`src/rtl/hash_table_probe.sv`:
```
// hash_table_probe: key/value store using open addressing with linear probing.
// Deletes leave tombstones. Requests use a valid/ready handshake and results
// come back as a one-cycle response pulse with a status code. One slot is
// probed per cycle, and the table changes only in the response cycle.
// Optional feature macro: HT_STATS_EN (adds hit_count / miss_count outputs).
module hash_table_probe #(
    parameter int KEY_WIDTH   = 32,
    parameter int VALUE_WIDTH = 32,
    parameter int TABLE_SIZE  = 16,
    parameter int INDEX_WIDTH = 4,
    parameter int MAX_PROBE   = 16
) (
    input  logic                   clk,
    input  logic                   rst,
    input  logic                   op_valid,
    output logic                   op_ready,
    input  logic [1:0]             op_code,
    input  logic [KEY_WIDTH-1:0]   op_key,
    input  logic [VALUE_WIDTH-1:0] op_value,
    output logic                   resp_valid,
    output logic                   resp_found,
    output logic [VALUE_WIDTH-1:0] resp_value,
    output logic [1:0]             resp_status,
    output logic [INDEX_WIDTH:0]   count
`ifdef HT_STATS_EN
    ,
    output logic [31:0]            hit_count,
    output logic [31:0]            miss_count
`endif
);

    localparam logic [1:0] OP_INSERT = 2'b01;
    localparam logic [1:0] OP_DELETE = 2'b10;
    localparam logic [1:0] ST_OK        = 2'b00;
    localparam logic [1:0] ST_NOT_FOUND = 2'b01;
    localparam logic [1:0] ST_FULL      = 2'b10;

    localparam int NUM_CHUNKS = (KEY_WIDTH + INDEX_WIDTH - 1) / INDEX_WIDTH;
    localparam int PAD_WIDTH  = NUM_CHUNKS * INDEX_WIDTH;
    localparam logic [INDEX_WIDTH:0] LAST_PROBE = (INDEX_WIDTH+1)'(MAX_PROBE - 1);

    typedef enum logic [1:0] {IDLE, PROBE, RESP} state_t;

    state_t state_reg, state_next;

    // Slot storage. Keys and values are not cleared by reset; the valid and
    // tombstone bits alone decide what each slot holds.
    logic [KEY_WIDTH-1:0]   key_mem [TABLE_SIZE];
    logic [VALUE_WIDTH-1:0] val_mem [TABLE_SIZE];
    logic [TABLE_SIZE-1:0]  valid_reg;
    logic [TABLE_SIZE-1:0]  tomb_reg;

    // Request latched at accept.
    logic [KEY_WIDTH-1:0]   key_reg;
    logic [VALUE_WIDTH-1:0] value_reg;
    logic [1:0]             op_reg;
    logic [INDEX_WIDTH-1:0] hash_reg;
    logic [INDEX_WIDTH:0]   probe_k_reg;
    logic                   free_seen_reg;
    logic [INDEX_WIDTH-1:0] free_idx_reg;

    // Table update decided at the end of the probe and applied in RESP.
    logic                   act_wr_kv_reg;   // new entry: key, value, valid
    logic                   act_wr_v_reg;    // in-place value update
    logic                   act_del_reg;     // convert entry to tombstone
    logic [INDEX_WIDTH-1:0] act_idx_reg;

    logic                   accept;
    logic [PAD_WIDTH-1:0]   key_pad;
    logic [INDEX_WIDTH-1:0] chunk [NUM_CHUNKS];
    logic [INDEX_WIDTH-1:0] hash;

    logic [INDEX_WIDTH-1:0] slot;
    logic                   slot_valid;
    logic                   slot_empty;
    logic                   slot_match;
    logic                   probe_done;
    logic                   free_avail;
    logic [INDEX_WIDTH-1:0] free_idx;
    logic                   is_insert;
    logic                   is_delete;

    assign accept   = op_valid && op_ready;
    assign key_pad  = PAD_WIDTH'(op_key);

    generate
        for (genvar gi = 0; gi < NUM_CHUNKS; gi++) begin : g_chunk
            assign chunk[gi] = key_pad[gi*INDEX_WIDTH +: INDEX_WIDTH];
        end
    endgenerate

    // XOR fold of the key into one slot index.
    always_comb begin
        hash = '0;
        for (int i = 0; i < NUM_CHUNKS; i++) begin
            hash = hash ^ chunk[i];
        end
    end

    // Examine the current probe slot. An index wraps naturally at TABLE_SIZE.
    always_comb begin
        slot       = hash_reg + probe_k_reg[INDEX_WIDTH-1:0];
        slot_valid = valid_reg[slot];
        slot_empty = !valid_reg[slot] && !tomb_reg[slot];
        slot_match = slot_valid && (key_mem[slot] == key_reg);
        probe_done = slot_match || slot_empty || (probe_k_reg == LAST_PROBE);
        free_avail = free_seen_reg || !slot_valid;
        free_idx   = free_seen_reg ? free_idx_reg : slot;
        is_insert  = (op_reg == OP_INSERT);
        is_delete  = (op_reg == OP_DELETE);
    end

    // Next-state logic and handshake outputs.
    always_comb begin
        state_next = state_reg;
        op_ready   = 1'b0;
        resp_valid = 1'b0;
        case (state_reg)
            IDLE: begin
                op_ready = 1'b1;
                if (op_valid) state_next = PROBE;
            end
            PROBE: begin
                if (probe_done) state_next = RESP;
            end
            RESP: begin
                resp_valid = 1'b1;
                state_next = IDLE;
            end
            default: state_next = IDLE;
        endcase
    end

    // State register.
    always_ff @(posedge clk) begin
        if (rst) state_reg <= IDLE;
        else     state_reg <= state_next;
    end

    // Request capture, probe bookkeeping, response registers and table flags.
    always_ff @(posedge clk) begin
        if (rst) begin
            valid_reg     <= '0;
            tomb_reg      <= '0;
            count         <= '0;
            resp_found    <= 1'b0;
            resp_value    <= '0;
            resp_status   <= ST_OK;
            key_reg       <= '0;
            value_reg     <= '0;
            op_reg        <= '0;
            hash_reg      <= '0;
            probe_k_reg   <= '0;
            free_seen_reg <= 1'b0;
            free_idx_reg  <= '0;
            act_wr_kv_reg <= 1'b0;
            act_wr_v_reg  <= 1'b0;
            act_del_reg   <= 1'b0;
            act_idx_reg   <= '0;
        end else begin
            case (state_reg)
                IDLE: begin
                    if (accept) begin
                        key_reg       <= op_key;
                        value_reg     <= op_value;
                        op_reg        <= op_code;
                        hash_reg      <= hash;
                        probe_k_reg   <= '0;
                        free_seen_reg <= 1'b0;
                    end
                end
                PROBE: begin
                    probe_k_reg <= probe_k_reg + 1'b1;
                    if (!slot_valid && !free_seen_reg) begin
                        free_seen_reg <= 1'b1;
                        free_idx_reg  <= slot;
                    end
                    if (probe_done) begin
                        act_wr_kv_reg <= 1'b0;
                        act_wr_v_reg  <= 1'b0;
                        act_del_reg   <= 1'b0;
                        act_idx_reg   <= slot;
                        if (slot_match) begin
                            resp_found   <= 1'b1;
                            resp_value   <= val_mem[slot];
                            resp_status  <= ST_OK;
                            act_wr_v_reg <= is_insert;
                            act_del_reg  <= is_delete;
                        end else begin
                            resp_found <= 1'b0;
                            resp_value <= '0;
                            if (is_insert) begin
                                if (free_avail) begin
                                    resp_status   <= ST_OK;
                                    act_wr_kv_reg <= 1'b1;
                                    act_idx_reg   <= free_idx;
                                end else begin
                                    resp_status <= ST_FULL;
                                end
                            end else begin
                                resp_status <= ST_NOT_FOUND;
                            end
                        end
                    end
                end
                RESP: begin
                    if (act_wr_kv_reg) begin
                        valid_reg[act_idx_reg] <= 1'b1;
                        tomb_reg[act_idx_reg]  <= 1'b0;
                        count                  <= count + 1'b1;
                    end
                    if (act_del_reg) begin
                        valid_reg[act_idx_reg] <= 1'b0;
                        tomb_reg[act_idx_reg]  <= 1'b1;
                        count                  <= count - 1'b1;
                    end
                    act_wr_kv_reg <= 1'b0;
                    act_wr_v_reg  <= 1'b0;
                    act_del_reg   <= 1'b0;
                end
                default: ;
            endcase
        end
    end

    // Key/value storage writes, committed in the response cycle only.
    always_ff @(posedge clk) begin
        if (!rst && state_reg == RESP) begin
            if (act_wr_kv_reg) key_mem[act_idx_reg] <= key_reg;
            if (act_wr_kv_reg || act_wr_v_reg) val_mem[act_idx_reg] <= value_reg;
        end
    end

`ifdef HT_STATS_EN
    // Saturating lookup hit/miss counters, bumped on each lookup response.
    always_ff @(posedge clk) begin
        if (rst) begin
            hit_count  <= '0;
            miss_count <= '0;
        end else if (state_reg == RESP && !is_insert && !is_delete) begin
            if (resp_status == ST_OK && hit_count != '1)
                hit_count <= hit_count + 1'b1;
            if (resp_status == ST_NOT_FOUND && miss_count != '1)
                miss_count <= miss_count + 1'b1;
        end
    end
`endif

endmodule

```
`config.mk`:
```
export PLATFORM = sky130hd
export DESIGN_NAME = hash_table_probe
export DESIGN_NICKNAME = d
export VERILOG_FILES = /design/src/rtl/hash_table_probe.sv
export SDC_FILE = /design/constraint.sdc
export NUM_CORES = 1
export LEC_CHECK = 0
export ABC_AREA = 1
export BUFFER_PORTS_ARGS = -buffer_cell sky130_fd_sc_hd__buf_2
export CAP_MARGIN = 40
export CORE_UTILIZATION = 40
export CTS_CLUSTER_SIZE = 20
export DETAILED_ROUTE_END_ITERATION = 7
export PLACE_DENSITY_LB_ADDON = 0.1
export SLEW_MARGIN = 20
export SYNTH_ARGS = -nofsm -noshare
export SYNTH_HDL_FRONTEND = slang
export SYNTH_SLANG_ARGS = --single-unit
```
`constraint.sdc`:
```
create_clock -name clk -period 3.8 [get_ports clk]
set_input_delay 1.14 -clock clk [delete_from_list [all_inputs] [get_ports clk]]
set_output_delay 1.14 -clock clk [all_outputs]
set_load 0.005 [all_outputs]
```
-- Word level (Yosys, flattened, before mapping)
Memory sizes are Yosys's and may differ from the RTL's.
Index checks and enable logic that the tools add are counted.
Widths: inputs -> output; s select.
- $add $sub $neg: 4
- reductions and logical operators: 26
- bitwise logic cells: 12
- muxes and demuxes: 52
- equal/unequal tests: 10
- $lt $le $gt $ge: 3
- operators by type and width (operator ; number):
    $mux 16 ; 8
    $and 16x16->16 ; 2
    $eq 32x32->1 ; 1
    $mux 32 ; 1
    $or 16x16->16 ; 2
    $xor 4x4->4 ; 7
    $mux 1 ; 22
    $mux 4 ; 4
    $not 16->16 ; 1
    $mux 5 ; 3
    $reduce_and 2->1 ; 7
    $add 5x1->5 const B ; 2
    $lt 4x5->1 const B ; 2
    $mux 2 ; 5
    $pmux 5 s2 ; 1
    $bmux 1 s4 ; 2
    $ne 2x2->1 const B ; 4
    $pmux 1 s2 ; 4
    $logic_and 1x1->1 ; 6
    $reduce_bool 2->1 ; 3
    $eq 5x4->1 const B ; 1
    $sub 5x1->5 const B ; 1
    $add 4x4->4 ; 1
    $demux 1 s4 ; 1
    8 further kinds ; 16
- output and inout bits: 42
- flip-flop bits (word level): 161
- logic and storage cells: 127
- input port bits: 69
- memories kept: 2
- RAM bits: 1024
- memories (name ; depth ; bits a word ; rd ports ; clocked after Yosys merged registers in ; write ports ; RTL line ; text):
    key_mem ; 16 ; 32 ; 1 ; 0 ; 1 ; 48 ; logic [KEY_WIDTH-1:0] key_mem [TABLE_SIZE];
    val_mem ; 16 ; 32 ; 1 ; 0 ; 1 ; 49 ; logic [VALUE_WIDTH-1:0] val_mem [TABLE_SIZE];

-- Longest topological paths before layout
- word-level depth: 11
- depth in mapped cells: 23
- mapped depth without buffers: 22

-- Least setup slack after synthesis
No wires, ideal clock.
- kind: input to register
- from: input port rst
- to: memory key_mem[0][0] (enable)
- stages on the path: 5
- arrival: 3334 ps
- required time: 3379 ps
- setup slack: 45 ps
- path buffers: 2
- setup time: 421 ps
- cells stage by stage: clkbuf_1 -> clkinv_1 -> clkbuf_1 -> nand3_1 -> nor2_1
- word-level cells in the longest chain between the ends: 4
- RTL lines (item ; RTL line ; text):
    from (decl) ; 14 ; input logic rst,
    $logic_not 1->1 ; 228 ; if (!rst && state_reg == RESP) begin
    $logic_and 1x1->1 ; 228 ;
    $mux 1 ; 228 ;
    $mux 1 (implied by the code) ; 229 ; if (act_wr_kv_reg) key_mem[act_idx_reg] <= key_reg;
    to (decl) ; 48 ;
No other way between the ends.

-- Worst setup path in the final report
- from: register probe_k_reg[0]
- to: register resp_value[12]
- word-level cells in the longest chain between the ends: 8
- elaborated cells between the ends (all ways): 17
- those cells by class: 1 x add/sub; 2 x eq/ne; 5 x mux; 7 x reduce/logical; 2 x memory
- RTL lines (item ; RTL line ; text):
    from (decl) ; 58 ; logic [INDEX_WIDTH:0] probe_k_reg;
    from (signal assigned) ; 173 ; probe_k_reg <= probe_k_reg + 1'b1;
    $add 4x4->4 (*) ; 102 ; slot = hash_reg + probe_k_reg[INDEX_WIDTH-1:0];
    via slot[1] ; 73 ; logic [INDEX_WIDTH-1:0] slot;
    branches (longest 7 deep; another with $mem_v2 16x32) ; - ;
    to (signal assigned) ; 185 ; resp_value <= val_mem[slot];
    to (decl) ; 22 ; output logic [VALUE_WIDTH-1:0] resp_value,
Mark *: on every way through the listed nets, which the timed path passes. The select of a mux whose other input is x is not followed.
A chain may end at the register's enable or synchronous reset.

==> flow_summary.toml <==
[global_routing]
grt_util_all_layers_pct = 23.6
grt_pass1_wl_mm = 212
antenna_found_initial = 3
grt_pass1_vias = 31481
grt_max_degree = 193
grt-ovfl-total = 0

[critical_path]
critPathMaxFanout = 8
slowest_stage = "fa_4"
critPathMaxStageDelay_ns = 0.92
cp.required_ns = 4.47
crit_path_frequent_cell = "nand3_1"
worstSetupEndpointType = "flop"
critPathKind = "reg -> reg"
arrival_ns = 4.51
crit_chain = "ha_4 > fa_4 > buf_12 > clkinv_16 > buf_8 > nand3_2 > nand3_1 > nand2_1 > nand2_1 > buf_4 > nand3_1 > nand2_2 > buf_4 > nor3_2 > nand3_1 > nor2_4 > buf_12 > clkbuf_16 > nand3_1 > a21oi_1"
crit_path_start_kind = "flop"
r2r_cells = 20

[logic_synthesis]
synth_edf_count = 1024
synthArstFlopShare_pct = 0
yosysSeqAreaShare_pct = 70.5
synthTopCellsByArea = "edfxtp_1 (64%), nand2_1 (9.1%), dfxtp_1 (6.7%), nand3_1 (5.3%), a21oi_1 (3.8%)"
yosysMostFrequentCell = "nand2_1"
synth-seq-cells = 1185
synthTopCellsByCount = "nand2_1 (1165), edfxtp_1 (1024), nand3_1 (507)"
syn_area_um2 = 48200
yosysUniqueCellTypes = 37
syn_area_per_cell_um2 = 11.3
synth_fp_nets = 4327
ys.flop_type = "edfxtp_1"
synth_top_area_share_pct = 63.8
yosys_warnings = 0
synthCells = 4248
synth_top_cell_by_area = "edfxtp_1"

[sta]
rsz0062_at_grt = "true"
relSlewSlack_pct = 33.5
period_share_pct = 101
finalSetupViolCount = 21
worst_hold_slack_ns = 0.463
skew_ns = 0.0401
hold_viol = 0
tightest_slew_ns = 0.997
maxSlewViolCount = 0
layout_setup_ws_ns = -0.0377
layout_min_cycle_time_ns = 3.84
fmax_mhz = 261

[placed_design]
place_inst = 5865
place_congestion = 0.843
port_buffers = 110
dp_hpwl_mm = 77.9

[clocking]
cts_tree = "done"
clock_latency_ns = 0.76
clkTransAtPathRegs_ns = 0.06
htree_levels = 4
clock_sinks = 1185
cts_buffers = 132
clk_path_buf_depth = 3
hold_buffers = 0
root_buffer = "clkbuf_16"

[status]
status = "complete, but fails checks"
violations = "negative setup slack"

[pwr]
switching_share_pct = 35.8
p_leak_uw = 0.0207
seq_power_share_pct = 37.4
p_sw_uw = 14900
comb_power_share_pct = 32.5
p_total_uw = 41500
ir_drop_mv = 0.553
power_frac_clock_pct = 30.1
powerDensity_nw_per_um2 = 714
internal_power_uw = 26600

[min_path]
hold_class = "reg -> reg"
hold_depth = 2

[die]
die_area_um2 = 122000
start_util_pct = 40.6
coreArea_um2 = 119000
pin_count = 111
fp-row-count = 126
die-height_um = 349
die_x_um = 349

[drt]
remaining_drc_errors = 0
routedWlPerCell_um = 24.3
vias_per_cell = 5.47
num_vias = 33664
routed_wirelength_mm = 150
antenna_left = 0
drt_iter0_drc = 3176
drtPass1Iterations = 5

[cells_and_area]
fin_util_pct = 49.0
final_cells = 6159
final_nets = 4529
nFillCells = 10544
drive_above_1_share_pct = 18.1
syn2layout_area_growth_pct = 20.7
largest_registers = "key_mem x512, val_mem x512"

[run]
drv_cap = 0
## critical path, delay by kind of cell (launching register included)
kind                     cells  cell delay [ns]
buffers and inverters        7             1.11
adder cells (fa/ha/maj)      2             1.09
AND/OR/NAND/NOR             10             1.06
flip-flops                   1             0.33
AO/OA/AOI/OAI                1             0.15
## power by group through the flow
stage / Sequential, µW / Combinational (µW) / Clock [µW]
floorplan: 15500 / 7390 / 0
global placement: 15800 / 11400 / 0
detailed placement: 15800 / 11400 / 0
CTS: 15500 / 11500 / 12700
global route: 15600 / 14700 / 13200
finish: 15600 / 13500 / 12500
## per-stage QoR
stage / cell area (µm²) / setup slack [ns] / setup TNS, ns
after CTS: 56200 / 0.0130 / 0
after global routing: 58200 / -0.174 / -5.46
after global placement: 51800 / -0.0993 / -2.56
final: 58200 / -0.0377 / -0.289
after detailed placement: 51900 / -0.0941 / -3.01
after floorplan: 48200 / 0.0454 / 0
## routing by layer
layer,GRT usage (%),share of wire (%)
met1,35.3,46
met3,3.40,6.4
met2,36.0,45
met5,0,0
met4,5.96,2.1
## path summary, 6_finish.rpt
check	startpoint	end	slack, ns
setup / recovery	probe_k_reg[0]	resp_value[12]	-0.04
hold / removal	resp_value[24]	resp_value[24]	0.46
setup reg to reg	probe_k_reg[0]	resp_value[12]	-0.04
hold reg to reg	resp_value[24]	resp_value[24]	0.46
## cell families (layout without fill, tap and decap cells)
kind of cell	count (synthesis)	count (layout)	share of synthesized area [%]
AO/OA/AOI/OAI	696	696	8.29
XOR/XNOR	30	30	0.545
adder cells (fa/ha/maj)	10	10	0.291
buffers and inverters	379	689	3.74
flip-flops	1185	1185	70.5
other	0	1	0
AND/OR/NAND/NOR	1948	1948	16.7
## placed cells by master, fill, tap and decap left out, drive strengths merged
| master | synthesis | final |
|---|---|---|
| xnor2 | 21 | 21 |
| o211ai | 1 | 1 |
| edfxtp | 1024 | 1024 |
| inv | 109 | 116 |
| diode | 0 | 1 |
| or2 | 1 | 1 |
| nor3 | 8 | 8 |
| a21oi | 369 | 369 |
| o221ai | 4 | 4 |
| bufinv | 0 | 4 |
| ha | 8 | 8 |
| nand3 | 508 | 508 |
| dfxtp | 161 | 161 |
| nand2 | 1170 | 1170 |
| nor2 | 250 | 250 |
| a221oi | 129 | 129 |
| a31oi | 1 | 1 |
| clkinv | 4 | 43 |
| nand4 | 9 | 9 |
| o21ai | 189 | 189 |
| xor2 | 9 | 9 |
| buf | 164 | 317 |
| clkbuf | 102 | 209 |
| a211oi | 3 | 3 |
| nand3b | 2 | 2 |
| fa | 2 | 2 |
## final cells by class
class / instances / area, µm² / share of cell area, %
flip-flops and latches: 1185 / 34000 / 58.4
multi-input cells: 2684 / 13800 / 23.7
clock buffers: 195 / 3760 / 6.46
repair buffers: 331 / 3610 / 6.20
well taps: 1600 / 2000 / 3.44
clock inverters: 47 / 489 / 0.841
inverters: 113 / 482 / 0.828
repair inverters: 3 / 52.6 / 0.0903
diodes: 1 / 2.50 / 0.00430
## what timing repair did
action,in CTS,in global routing
buffers inserted,0,31
gates resized for setup,2,332
pin swaps,0,104
cloned,0,22
setup endpoints to repair,40,42
(Power assumes the default switching activity.)
